**config.mk**
```make
export PLATFORM = sky130hd
export DESIGN_NAME = enum_index_table_feeder_flat
export DESIGN_NICKNAME = d
export VERILOG_FILES = /design/src/rtl/enum_index_pkg.sv /design/src/rtl/enum_index_table_feeder_if.sv /design/src/rtl/enum_index_sel_fifo.sv /design/src/rtl/enum_index_table_feeder.sv /design/src/flat_wrapper.sv
export SDC_FILE = /design/constraint.sdc
export NUM_CORES = 1
export LEC_CHECK = 0
export ABC_AREA = 1
export BUFFER_PORTS_ARGS = -buffer_cell sky130_fd_sc_hd__buf_4
export CORE_MARGIN = 2
export CORE_UTILIZATION = 55
export CTS_CLUSTER_SIZE = 20
export DETAILED_ROUTE_END_ITERATION = 7
export PLACE_DENSITY = 0.91
export SKIP_CTS_REPAIR_TIMING = 1
export SYNTH_ARGS = -nofsm -noshare
export SYNTH_HDL_FRONTEND = slang
export SYNTH_HIERARCHICAL = 1
export SYNTH_SLANG_ARGS = --single-unit
```
**constraint.sdc**
```tcl
create_clock -name clk -period 13.6 [get_ports clk]
set_clock_uncertainty 0.05 [all_clocks]
set_input_delay 3.4 -clock clk [delete_from_list [all_inputs] [get_ports clk]]
set_output_delay 3.4 -clock clk [all_outputs]
set_load 0.01 [all_outputs]
```
**src/rtl/enum_index_pkg.sv**
```systemverilog
// Shared constants and types for the enum-index table feeder and its selector queue.
package enum_index_pkg;

    localparam int unsigned WORD_W     = 32;
    localparam int unsigned ENTRIES    = 4;
    localparam int unsigned SEL_W      = $clog2(ENTRIES);
    localparam int unsigned FIFO_DEPTH = 4;
    localparam int unsigned CNT_W      = $clog2(FIFO_DEPTH) + 1;

    typedef enum logic [1:0] {
        EMPTY,
        LOADING,
        ARMED
    } feeder_state_e;

    typedef logic [SEL_W-1:0] sel_t;

endpackage

```
**src/rtl/enum_index_table_feeder_if.sv**
```systemverilog
// Bundle of the table-write stream, selector request stream and downstream lookup outputs.
interface enum_index_table_feeder_if;
    import enum_index_pkg::*;

    logic                      ld_valid;
    logic                      ld_ready;
    sel_t                      ld_addr;
    logic [WORD_W-1:0]         ld_data;
    logic                      ld_last;
    logic                      req_valid;
    logic                      req_ready;
    sel_t                      req_sel;
    logic [ENTRIES*WORD_W-1:0] arr;
    sel_t                      sel;
    logic                      sel_valid;
    logic                      sel_ready;
    logic                      load_err;

    modport master (
        output ld_valid, ld_addr, ld_data, ld_last, req_valid, req_sel, sel_ready,
        input  ld_ready, req_ready, arr, sel, sel_valid, load_err
    );

    modport slave (
        input  ld_valid, ld_addr, ld_data, ld_last, req_valid, req_sel, sel_ready,
        output ld_ready, req_ready, arr, sel, sel_valid, load_err
    );

endinterface

```
**src/rtl/enum_index_sel_fifo.sv**
```systemverilog
// Synchronous FIFO with occupancy count; no pass-through, so a pop never frees a slot for a
// push in the same cycle.
module enum_index_sel_fifo #(
    parameter int unsigned Width = 2,
    parameter int unsigned Depth = 4
) (
    input  logic                   clk,
    input  logic                   rst,
    input  logic                   wr_en,
    input  logic [Width-1:0]       wr_data,
    input  logic                   rd_en,
    output logic [Width-1:0]       rd_data,
    output logic [$clog2(Depth):0] count,
    output logic                   full,
    output logic                   empty
);

    localparam int unsigned PtrW = $clog2(Depth);

    logic [PtrW-1:0]  wr_ptr_q, rd_ptr_q;
    logic [PtrW:0]    count_q;
    logic [Width-1:0] mem_q [Depth];
    logic             push, pop;

    assign full    = (count_q == (PtrW + 1)'(Depth));
    assign empty   = (count_q == '0);
    assign count   = count_q;
    assign rd_data = mem_q[rd_ptr_q];
    assign push    = wr_en && !full;
    assign pop     = rd_en && !empty;

    always_ff @(posedge clk or posedge rst) begin
        if (rst) begin
            wr_ptr_q <= '0;
            rd_ptr_q <= '0;
            count_q  <= '0;
        end else begin
            if (push) wr_ptr_q <= wr_ptr_q + 1'b1;
            if (pop)  rd_ptr_q <= rd_ptr_q + 1'b1;
            unique case ({push, pop})
                2'b10:   count_q <= count_q + 1'b1;
                2'b01:   count_q <= count_q - 1'b1;
                default: count_q <= count_q;
            endcase
        end
    end

    // Storage needs no reset: only entries below count are ever read as valid.
    always_ff @(posedge clk) begin
        if (push) mem_q[wr_ptr_q] <= wr_data;
    end

endmodule

```
**src/rtl/enum_index_table_feeder.sv**
```systemverilog
// Loads a small lookup table over a write stream and issues queued selectors to the
// downstream combinational lookup, holding the table stable while a selector is presented.
module enum_index_table_feeder
    import enum_index_pkg::*;
(
    input logic                      clk,
    input logic                      rst,
    enum_index_table_feeder_if.slave bus
);

    feeder_state_e             state_q, state_d;
    logic [ENTRIES-1:0]        mask_q, mask_d, mask_set;
    logic [ENTRIES*WORD_W-1:0] arr_q, arr_d;
    sel_t                      sel_q, sel_d;
    logic                      sel_valid_q, sel_valid_d;
    logic                      load_err_q, load_err_d;

    logic                      ld_ready, ld_fire, issue;
    sel_t                      fifo_head;
    logic [CNT_W-1:0]          fifo_count;
    logic                      fifo_full, fifo_empty;

    enum_index_sel_fifo #(
        .Width (SEL_W),
        .Depth (FIFO_DEPTH)
    ) u_sel_fifo (
        .clk     (clk),
        .rst     (rst),
        .wr_en   (bus.req_valid),
        .wr_data (bus.req_sel),
        .rd_en   (issue),
        .rd_data (fifo_head),
        .count   (fifo_count),
        .full    (fifo_full),
        .empty   (fifo_empty)
    );

    // Reloading while armed is only allowed once nothing depends on the current table.
    always_comb begin
        ld_ready = 1'b0;
        unique case (state_q)
            EMPTY, LOADING: ld_ready = 1'b1;
            ARMED:          ld_ready = (fifo_count == '0) && !sel_valid_q;
            default:        ld_ready = 1'b0;
        endcase
    end

    assign ld_fire = bus.ld_valid && ld_ready;
    assign issue   = (state_q == ARMED) && (!sel_valid_q || bus.sel_ready) && !fifo_empty;

    always_comb begin
        state_d    = state_q;
        mask_d     = mask_q;
        arr_d      = arr_q;
        load_err_d = 1'b0;
        mask_set   = mask_q | (ENTRIES'(1) << bus.ld_addr);
        if (ld_fire) begin
            arr_d[bus.ld_addr*WORD_W +: WORD_W] = bus.ld_data;
            if (bus.ld_last) begin
                mask_d = '0;
                if (&mask_set) begin
                    state_d = ARMED;
                end else begin
                    state_d    = LOADING;
                    load_err_d = 1'b1;
                end
            end else begin
                mask_d  = mask_set;
                state_d = LOADING;
            end
        end
    end

    always_comb begin
        sel_d       = sel_q;
        sel_valid_d = sel_valid_q;
        if (issue) begin
            sel_d       = fifo_head;
            sel_valid_d = 1'b1;
        end else if (sel_valid_q && bus.sel_ready) begin
            sel_valid_d = 1'b0;
        end
    end

    always_ff @(posedge clk or posedge rst) begin
        if (rst) begin
            state_q     <= EMPTY;
            mask_q      <= '0;
            arr_q       <= '0;
            sel_q       <= '0;
            sel_valid_q <= 1'b0;
            load_err_q  <= 1'b0;
        end else begin
            state_q     <= state_d;
            mask_q      <= mask_d;
            arr_q       <= arr_d;
            sel_q       <= sel_d;
            sel_valid_q <= sel_valid_d;
            load_err_q  <= load_err_d;
        end
    end

    assign bus.ld_ready  = ld_ready;
    assign bus.req_ready = !fifo_full;
    assign bus.arr       = arr_q;
    assign bus.sel       = sel_q;
    assign bus.sel_valid = sel_valid_q;
    assign bus.load_err  = load_err_q;

endmodule

```
**src/flat_wrapper.sv**
```systemverilog
// flat-port wrapper written by rule: the top's interface ports become plain ports
module enum_index_table_feeder_flat import enum_index_pkg::*;
  (clk, rst, bus_ld_valid, bus_ld_addr, bus_ld_data, bus_ld_last, bus_req_valid, bus_req_sel, bus_sel_ready, bus_ld_ready, bus_req_ready, bus_arr, bus_sel, bus_sel_valid, bus_load_err);
  enum_index_table_feeder_if bus_i ();
  input logic clk;
  input logic rst;
  input wire logic [$bits(bus_i.ld_valid)-1:0] bus_ld_valid;
  input wire logic [$bits(bus_i.ld_addr)-1:0] bus_ld_addr;
  input wire logic [$bits(bus_i.ld_data)-1:0] bus_ld_data;
  input wire logic [$bits(bus_i.ld_last)-1:0] bus_ld_last;
  input wire logic [$bits(bus_i.req_valid)-1:0] bus_req_valid;
  input wire logic [$bits(bus_i.req_sel)-1:0] bus_req_sel;
  input wire logic [$bits(bus_i.sel_ready)-1:0] bus_sel_ready;
  output wire logic [$bits(bus_i.ld_ready)-1:0] bus_ld_ready;
  output wire logic [$bits(bus_i.req_ready)-1:0] bus_req_ready;
  output wire logic [$bits(bus_i.arr)-1:0] bus_arr;
  output wire logic [$bits(bus_i.sel)-1:0] bus_sel;
  output wire logic [$bits(bus_i.sel_valid)-1:0] bus_sel_valid;
  output wire logic [$bits(bus_i.load_err)-1:0] bus_load_err;
  assign bus_i.ld_valid = bus_ld_valid;
  assign bus_i.ld_addr = bus_ld_addr;
  assign bus_i.ld_data = bus_ld_data;
  assign bus_i.ld_last = bus_ld_last;
  assign bus_i.req_valid = bus_req_valid;
  assign bus_i.req_sel = bus_req_sel;
  assign bus_i.sel_ready = bus_sel_ready;
  assign bus_ld_ready = bus_i.ld_ready;
  assign bus_req_ready = bus_i.req_ready;
  assign bus_arr = bus_i.arr;
  assign bus_sel = bus_i.sel;
  assign bus_sel_valid = bus_i.sel_valid;
  assign bus_load_err = bus_i.load_err;
  enum_index_table_feeder u_core (.clk(clk), .rst(rst), .bus(bus_i));
endmodule
```
==> flow_summary_export.csv, run 1 <==
group,metric,value,unit
placement,gp_congestion,0.9142,
grt,antenna_found_initial,0,
sta,tightest_slew,1.237,ns
sta,fmax,161.8,MHz
worst_setup_path,path_delay_family,"simple AND/OR/NAND/NOR gates",
worst_setup_path,worstPathRequired,13.85,ns
sta,setup_tns,0,ns
die,dieWidth,122.1,um
power_and_ir_drop,power_leakage,5.103,nW
drt,viasPerCell,5.798,
yosys,syn-instance-count,982,
sta,setup_violations,0,
grt,grt_max_degree,123,
yosys,synth_nets,1037,
yosys,syn_area,7675,um2
yosys,synth_top_area_share,47.28,%
sta,grt_setup_unrepaired,"false",
grt,grt_pass1_wl,35.31,mm
finish,area_growth,22.45,%
worst_setup_path,cp_num_cells,8,
yosys,yosysSeqAreaShare,50.41,%
outcome,status,"complete, no violations",
drt,dr.pass1.iters,6,
sta,hold_viol,0,
finish,multi_input_area,3262,um2
sta,drv_slew,0,
sta,finalCriticalPeriod,6.182,ns
die,fp.dieH,122.1,um
die,io_pins,176,
finish,n_antenna_cell,0,
min_path,timing.hold.worst.class,"reg -> reg",
die,rows,43,
finish,register_area,3869,um2
worst_setup_path,crit_path_end_kind,"flip-flop",
grt,grt_pass1_vias,6638,
worst_setup_path,crit_type,"in -> reg",
drt,drc,0,
yosys,synth_top_area_cell,"dfrtp_1",
cts,insertion_delay,0.42,ns
drt,ant_nets,0,
placement,io_buffer_count,175,
finish,fin_util,68.23,%
yosys,ys_warn_count,6,
finish,drive_gt1_share,20.38,%
cts,clock_sink_count,153,
grt,overflow,0,
yosys,ys_top_cells_by_area,"dfrtp_1, nand2_1, nand4_1",
drt,drt_iter0_drc,1289,
flow_run,cap_violations,0,
worst_setup_path,r2r_cells,7,
cts,cts_buffers,17,
drt,routed_wl,22.94,mm
drt,wl_per_cell,17.80,um
placement,dp_hpwl,15.37,mm
cts,clk_pin_slew_worst_paths,0.06,ns
worst_setup_path,cp_slowest_cell,"ha_2",
sta,period_share,45.46,%
sta,slew_headroom,17.52,%
min_path,min_delay_path_depth,2,
cts,clockBufferDepth,2,
grt,track_usage,31.02,%
worst_setup_path,crit_buf_inv,3,
cts,htreeDepth,4,
die,coreArea,13770,um2
worst_setup_path,start_kind,"input pin",
finish,fillers,1110,
worst_setup_path,cp.arrival,6.44,ns
worst_setup_path,slowest_delay,1.08,ns
cts,cts_tree,"built",
power_and_ir_drop,ir_drop,0.07787,mV
worst_setup_path,crit_fanout,65,
power_and_ir_drop,p_per_area,128.4,nW/um2
yosys,ys_ff_latch,153,
die,dieArea,14920,um2
finish,nNetsFinal,1151,
worst_setup_path,path_cells,"buf_4, inv_1, ha_2, inv_1, nand2_1, nor2_1, nand4_1, nand2_1",
yosys,avgSynthCellArea,7.816,um2
yosys,yosysUniqueCellTypes,25,
die,start_util,55.72,%
cts,cts_root_buffer,"clkbuf_16",
drt,route.vias.total,7474,
kinds of logic after synthesis:
group / share of synthesized area, %
buffers and inverters: 7.222
flip-flops: 50.41
AO/OA/AOI/OAI: 0.7824
adder cells (fa/ha/maj): 2.217
XOR/XNOR: 0.1141
AND/OR/NAND/NOR: 39.26
cell type report:
class / instances / share of cell area (%)
Timing Repair Buffer: 180 / 14.38
Tap cell: 180 / 2.396
Inverter: 33 / 1.371
Multi-Input combinational cell: 711 / 34.71
Clock inverter: 13 / 1.371
Sequential cell: 153 / 41.17
Clock buffer: 19 / 4.607
tightest hold or removal path, delay by kind of cell, from the launching register on:
family | cells | cell delay [ns]
flops | 1 | 0.35
simple gates | 2 | 0.10
cell usage after synthesis:
| library cell | count |
|---|---|
| nand3_1 | 11 |
| nand2_2 | 1 |
| buf_4 | 8 |
| nor3_1 | 30 |
| inv_2 | 4 |
| buf_1 | 8 |
| o21ai_1 | 5 |
| ha_1 | 12 |
| nand2_1 | 392 |
| or2_2 | 5 |
| nand3_2 | 6 |
| dfrtp_1 | 145 |
| nor2_1 | 112 |
| edfxtp_1 | 8 |
| o21ai_0 | 1 |
| inv_1 | 29 |
| nand4_1 | 129 |
| clkbuf_2 | 1 |
| xnor2_1 | 1 |
| buf_2 | 40 |
| fa_1 | 1 |
| o211ai_1 | 4 |
| nand2_4 | 1 |
| clkbuf_1 | 24 |
| buf_6 | 4 |
report_power, final:
| part | switching [W] | internal (W) |
|---|---|---|
| Clock | 0.000183 | 0.000268 |
| Combinational | 0.000141 | 0.0000836 |
| Sequential | 0.0000303 | 0.000501 |
layout by cell type (no fill, tap or decap), drive strengths merged, types with 3 or more instances in the layout:
| cell | instances |
|---|---|
| nand2 | 394 |
| or2 | 5 |
| edfxtp | 8 |
| nor2 | 112 |
| ha | 12 |
| o21ai | 6 |
| o211ai | 4 |
| buf | 180 |
| nand4 | 129 |
| clkbuf | 19 |
| nand3 | 17 |
| clkinv | 7 |
| inv | 34 |
| nor3 | 30 |
| clkinvlp | 3 |
| dfrtp | 145 |
path summary, 6_finish.rpt:
check | start | endpoint | slack [ns]
setup / recovery | bus_ld_addr[0] | u_core/bus.arr[9]$_DFFE_PP0P_ | 7.42
hold / removal | u_core/bus.arr[79]$_DFFE_PP0P_ | u_core/bus.arr[79]$_DFFE_PP0P_ | 0.42
setup reg to reg | u_core/u_sel_fifo/count[2]$_DFFE_PP0P_ | u_core/bus.arr[61]$_DFFE_PP0P_ | 10.41
hold reg to reg | u_core/bus.arr[79]$_DFFE_PP0P_ | u_core/bus.arr[79]$_DFFE_PP0P_ | 0.42
max in group asynchronous | rst | u_core/bus.arr[68]$_DFFE_PP0P_ | 9.09
min in group asynchronous | rst | u_core/u_sel_fifo/wr_ptr_q[1]$_DFFE_PP0P_ | 2.89
through the flow:
stage | hold WS (ns) | cell area (um2) | total power [W] | cells | setup WS [ns]
after global routing | 0.4475 | 9398 | 0.001264 | 1289 | 7.193
after detailed placement | 0.4105 | 8836 | 0.0007591 | 1257 | 7.114
after CTS | 0.4255 | 9398 | 0.001207 | 1289 | 7.566
after global placement | 0.4066 | 8836 | 0.0007510 | 1257 | 7.254
after floorplan | 0.4097 | 7675 | 0.0006666 | 982 | 6.454
final | 0.4244 | 9398 | 0.001206 | 1289 | 7.418
sequential cells by signal, summed over array words and instances (netlist names):
signal	count
u_core/u_sel_fifo/wr_ptr_q	2
u_core/u_sel_fifo/count	3
u_core/bus.load_err	1
u_core/state_q	2
u_core/mask_q	4
u_core/u_sel_fifo/mem_q	8
u_core/bus.sel	2
u_core/bus.sel_valid	1
u_core/bus.arr	128
u_core/u_sel_fifo/rd_ptr_q	2
routing by layer:
| metal | global-route usage, % | wire [um] | vias to the layer above |
|---|---|---|---|
| li1 | - | - | 3431 |
| met1 | 43.56 | 8912 | 3491 |
| met2 | 46.05 | 10570 | 472 |
| met3 | 8.146 | 2609 | 80 |
| met4 | 12.57 | 853 | 0 |
| met5 | 0 | 0 | - |
Power figures use the tool's default switching activity.
==> run 2, diff against run 1 <==
--- a/config.mk
+++ b/config.mk
@@ -8,10 +8,10 @@
 export ABC_AREA = 1
 export BUFFER_PORTS_ARGS = -buffer_cell sky130_fd_sc_hd__buf_4
 export CORE_MARGIN = 2
-export CORE_UTILIZATION = 55
+export CORE_UTILIZATION = 54
 export CTS_CLUSTER_SIZE = 20
 export DETAILED_ROUTE_END_ITERATION = 7
-export PLACE_DENSITY = 0.91
+export PLACE_DENSITY = 0.9
 export SKIP_CTS_REPAIR_TIMING = 1
 export SYNTH_ARGS = -nofsm -noshare
 export SYNTH_HDL_FRONTEND = slang
==> constraint.sdc (replaced) <==
create_clock -name clk -period 6.5 [get_ports clk]
set_clock_uncertainty 0.05 [all_clocks]
set_input_delay 1.625 -clock clk [delete_from_list [all_inputs] [get_ports clk]]
set_output_delay 1.625 -clock clk [all_outputs]
set_load 0.01 [all_outputs]
==> run 2 against run 1 <==
Effect of this change:
- power rose by 120%
- sequential share of layout area is 0.33 points lower
- via count decreased by 0.28%
- clock-buffer cell count rose by 2
- die area grew 1.8%
- largest power group unchanged
==> flow_summary_export.csv, run 2 (synthesis gave the netlist of run 1 again) <==
group,metric,value,unit
worst_setup_path,crit_type,"in -> reg",
finish,fillers,1114,
power_and_ir_drop,ir_drop,0.1706,mV
sta,drv_slew,0,
sta,grt_setup_unrepaired,"false",
outcome,status,"complete, no violations",
worst_setup_path,startpoint,"bus_ld_addr[0]",
worst_setup_path,r2r_slack,3.33,ns
grt,track_usage,30.84,%
power_and_ir_drop,power,0.002634,W
drt,wl_per_cell,17.84,um
finish,drive_gt1_share,20.79,%
drt,drt_iter0_drc,1169,
finish,n_antenna_cell,0,
cts,clock_sink_count,153,
drt,route.vias.total,7453,
cts,clk_pin_slew_worst_paths,0.06,ns
cts,cts_tree,"built",
drt,routed_wl,23.03,mm
die,dieArea,15180,um2
worst_setup_path,cp.arrival,4.28,ns
die,dieWidth,123.2,um
power_and_ir_drop,power_leakage,5.146,nW
sta,slew_headroom,16.46,%
grt,grt_pass1_wl,35.65,mm
finish,nNetsFinal,1153,
sta,layout_setup_ws,2.471,ns
sta,setup_violations,0,
drt,drc,0,
die,fp.dieH,123.2,um
die,start_util,55.29,%
die,rows,43,
sta,hold_viol,0,
worst_setup_path,r2r_start,"u_core/u_sel_fifo/count[2]$_DFFE_PP0P_",
sta,setup_tns,0,ns
worst_setup_path,start_kind,"input pin",
finish,most-common-layout-cells,"nand2_1, buf_4, dfrtp_1",
drt,dr.pass1.iters,8,
grt,grt_max_degree,79,
min_path,hold_start,"u_core/bus.arr[71]$_DFFE_PP0P_",
flow_run,cap_violations,0,
placement,io_buffer_count,175,
die,io_pins,176,
placement,gp_congestion,0.9114,
sta,period_share,61.99,%
placement,place_ws,2.229,ns
drt,viasPerCell,5.773,
worst_setup_path,worstPathRequired,6.75,ns
sta,tightest_slew,1.253,ns
finish,area_growth,23.43,%
placement,dp_hpwl,15.40,mm
sta,finalCriticalPeriod,4.029,ns
drt,ant_nets,0,
cts,insertion_delay,0.43,ns
min_path,timing.hold.worst.class,"reg -> reg",
finish,largest_reg_flops,128,
cts,clockBufferDepth,2,
worst_setup_path,crit_fanout,37,
worst_setup_path,crit_path_end_kind,"flip-flop",
sta,fmax,248.2,MHz
finish,final_common_cell,"nand2_1",
grt,antenna_found_initial,0,
grt,overflow,0,
cts,htreeDepth,4,
die,coreArea,13880,um2
cts,cts_buffers,17,
grt,grt_pass1_vias,6785,
power_and_ir_drop,p_per_area,278.1,nW/um2
cts,cts_root_buffer,"clkbuf_16",
-- run 2: critical path, cell delays in order --
cell     delay, ns
buf_4         0.29
ha_1          1.06
nand3_2       0.88
nand2_1       0.29
nand2_1       0.10
-- run 2: through the flow --
stage / cells / utilization (%) / cell area [um2] / hold WS (ns)
floorplan: 982 / - / 7675 / 0.4097
CTS: 1291 / 68.24 / 9473 / 0.4268
finish: 1291 / 68.24 / 9473 / 0.4232
detailed placement: 1259 / 63.76 / 8851 / 0.4119
global placement: 1259 / 63.76 / 8851 / 0.4065
global route: 1291 / 68.24 / 9473 / 0.4458
-- run 2: area by class of cell --
class	instances	area, um2	area share, %
Multi-Input combinational cell	711	3262	34.43
Clock inverter	11	171.4	1.810
Tap cell	180	225.2	2.377
Clock buffer	21	450.4	4.755
Timing Repair Buffer	182	1366	14.42
Sequential cell	153	3869	40.84
Inverter	33	128.9	1.360
-- run 2: final timing paths --
kind,end,depth (start not counted)
max in group asynchronous,u_core/bus.arr[64]$_DFFE_PP0P_,3
min,u_core/bus.arr[71]$_DFFE_PP0P_,2
min reg2reg,u_core/bus.arr[71]$_DFFE_PP0P_,2
min in group asynchronous,u_core/u_sel_fifo/count[1]$_DFFE_PP0P_,2
max reg2reg,u_core/bus.arr[59]$_DFFE_PP0P_,7
max,u_core/bus.arr[59]$_DFFE_PP0P_,5
-- run 2: power by group --
group          internal (W)  switching, W  total, W
combinational      0.000176      0.000298  0.000474
sequential          0.00105     0.0000638   0.00111
clock              0.000653      0.000395   0.00105
-- run 2: per-layer routing --
layer	wire, um	vias up	global-route usage, %	share of wire, %
met1	9208	3470	42.07	40
met2	10440	478	45.50	45
li1	-	3427	-	-
met3	2509	78	9.548	11
met5	0	-	0	0
met4	878	0	13.49	3.8
==> run 3, diff against run 2 <==
==> constraint.sdc (replaced) <==
create_clock -name clk -period 3.76 [get_ports clk]
set_clock_uncertainty 0.05 [all_clocks]
set_input_delay 0.94 -clock clk [delete_from_list [all_inputs] [get_ports clk]]
set_output_delay 0.94 -clock clk [all_outputs]
set_load 0.01 [all_outputs]
==> run 3 against run 2 <==
Effect of this change:
- power is 73% higher
- critical path depth increased by 1
- sequential power grew 73%
- first-iteration DRC count fell by 16%
- sequential share of layout area is 0.29 points lower
- global-route usage rose by 0.38 points
- register-to-register slack worse by 2.2 ns
- core utilization grew 0.49 points
- clock power rose by 72%
- worst hold slack hardly changed
- largest cell class unchanged
==> flow_summary_export.csv, run 3 (synthesis gave the netlist of run 1 again) <==
group,metric,value,unit
outcome,status,"complete, no violations",
die,coreArea,13880,um2
finish,postLayoutCellArea,9540,um2
cts,clockBufferDepth,2,
power_and_ir_drop,power.switching,0.001297,W
finish,drive_gt1_share,21.49,%
drt,drc,0,
finish,nNetsFinal,1159,
sta,slew_headroom,26.58,%
finish,n_antenna_cell,0,
power_and_ir_drop,clkPwrFrac,39.7,%
finish,final_common_cell,"nand2_1",
power_and_ir_drop,p_seq_share,42.2,%
power_and_ir_drop,ir_drop,0.2994,mV
worst_setup_path,crit_fanout,37,
cts,clock_sink_count,153,
power_and_ir_drop,swShare,28.49,%
die,rows,43,
flow_run,cap_violations,0,
placement,place_area,8907,um2
sta,drv_slew,0,
finish,area_growth,24.31,%
drt,drt_iter0_drc,981,
worst_setup_path,cp_num_cells,6,
finish,fillers,1058,
die,dieArea,15180,um2
placement,dp_hpwl,15.47,mm
cts,insertion_delay,0.42,ns
worst_setup_path,crit_buf_inv,2,
cts,cts_buffers,17,
sta,setup_tns,0,ns
sta,fmax,356.6,MHz
sta,tightest_slew,1.099,ns
worst_setup_path,path_delay_family,"simple AND/OR/NAND/NOR gates",
worst_setup_path,slowest_delay,0.66,ns
power_and_ir_drop,combPwrFrac,18.2,%
worst_setup_path,worstPathRequired,4.02,ns
grt,overflow,0,
worst_setup_path,path_cells,"buf_4, inv_1, ha_2, nand3_2, nand2_1, nand2_1",
sta,hold_slack,0.4233,ns
worst_setup_path,cp_slowest_cell,"nand3_2",
power_and_ir_drop,power_leakage,5.178,nW
finish,fin_util,68.73,%
drt,viasPerCell,5.875,
cts,cts_root_buffer,"clkbuf_16",
grt,grt_pass1_vias,6819,
sta,setup_violations,0,
placement,gp_congestion,0.9262,
die,dieWidth,123.2,um
worst_setup_path,crit_type,"in -> reg",
grt,track_usage,31.22,%
cts,clk_pin_slew_worst_paths,0.06,ns
drt,routed_wl,23.13,mm
finish,most-common-layout-cells,"nand2_1, buf_4, dfrtp_1",
die,fp.dieH,123.2,um
power_and_ir_drop,p_per_area,477.1,nW/um2
drt,ant_nets,0,
min_path,timing.hold.worst.class,"reg -> reg",
drt,dr.pass1.iters,6,
power_and_ir_drop,p_int,0.003255,W
drt,route.vias.total,7620,
die,start_util,55.29,%
worst_setup_path,cp.arrival,3.06,ns
sta,finalCriticalPeriod,2.804,ns
sta,hold_viol,0,
grt,grt_pass1_wl,35.92,mm
grt,antenna_found_initial,0,
worst_setup_path,cpMostUsedCell,"nand2_1",
die,io_pins,176,
grt,grt_max_degree,74,
worst_setup_path,start_kind,"input pin",
placement,io_buffer_count,175,
sta,period_share,74.58,%
worst_setup_path,crit_path_end_kind,"flip-flop",
power_and_ir_drop,power,0.004552,W
cts,htreeDepth,4,
drt,wl_per_cell,17.84,um
cts,cts_tree,"built",
finish,largest_reg_flops,128,
sta,grt_setup_unrepaired,"false",
min_path,min_delay_path_depth,2,
worst_setup_path,r2r_cells,7,
run 3: worst register-to-register path: stages, from the launching register on:
cell and delay (ns):
dfrtp_1 0.42, nor2_1 0.12, nand3_1 0.13, nand2_4 0.43, buf_4 0.40, nand3_2 0.59, nand2_1 0.25, nand2_1 0.10
run 3: power by group through the flow:
stage          Combinational [W]  Clock (W)  Sequential (W)
2_1_floorplan           0.000440          0         0.00197
3_3_place_gp            0.000786          0         0.00194
3_5_place_dp            0.000814          0         0.00195
4_1_cts                 0.000820    0.00181         0.00192
5_1_grt                 0.000922    0.00189         0.00194
6_report                0.000827    0.00181         0.00192
run 3: layout make-up:
type | instances | area, um2 | share of cell area (%)
sequential | 153 | 3869 | 40.55
multi-input combinational | 711 | 3262 | 34.19
timing repair buffer | 188 | 1424 | 14.92
clock buffer | 22 | 494.2 | 5.180
tap | 180 | 225.2 | 2.361
clock inverter | 10 | 138.9 | 1.456
inverter | 33 | 127.6 | 1.338
run 3: per-stage QoR:
step                setup WS, ns  instances
finish                    0.9559       1297
global route              0.7992       1297
CTS                       0.9950       1297
detailed placement        0.6230       1265
global placement          0.6749       1265
floorplan                  1.049        982
run 3: path summary, 6_finish.rpt:
kind / startpoint / endpoint / slack, ns
min in group asynchronous: rst / u_core/u_sel_fifo/rd_ptr_q[0]$_DFFE_PP0P_ / 0.43
setup / recovery: bus_ld_addr[0] / u_core/bus.arr[0]$_DFFE_PP0P_ / 0.96
max in group asynchronous: rst / u_core/bus.arr[32]$_DFFE_PP0P_ / 2.28
setup reg to reg: u_core/u_sel_fifo/count[2]$_DFFE_PP0P_ / u_core/bus.arr[44]$_DFFE_PP0P_ / 1.14
hold reg to reg: u_core/bus.arr[119]$_DFFE_PP0P_ / u_core/bus.arr[119]$_DFFE_PP0P_ / 0.42
hold / removal: u_core/bus.arr[119]$_DFFE_PP0P_ / u_core/bus.arr[119]$_DFFE_PP0P_ / 0.42
run 3: per-layer routing:
layer  GRT usage (%)  vias to the layer above  part of all wire [%]
li1                -                     3442                     -
met1           43.43                     3578                    39
met2           46.53                      518                    46
met3           6.734                       82                    11
met4           15.27                        0                   4.3
met5               0                        -                     0
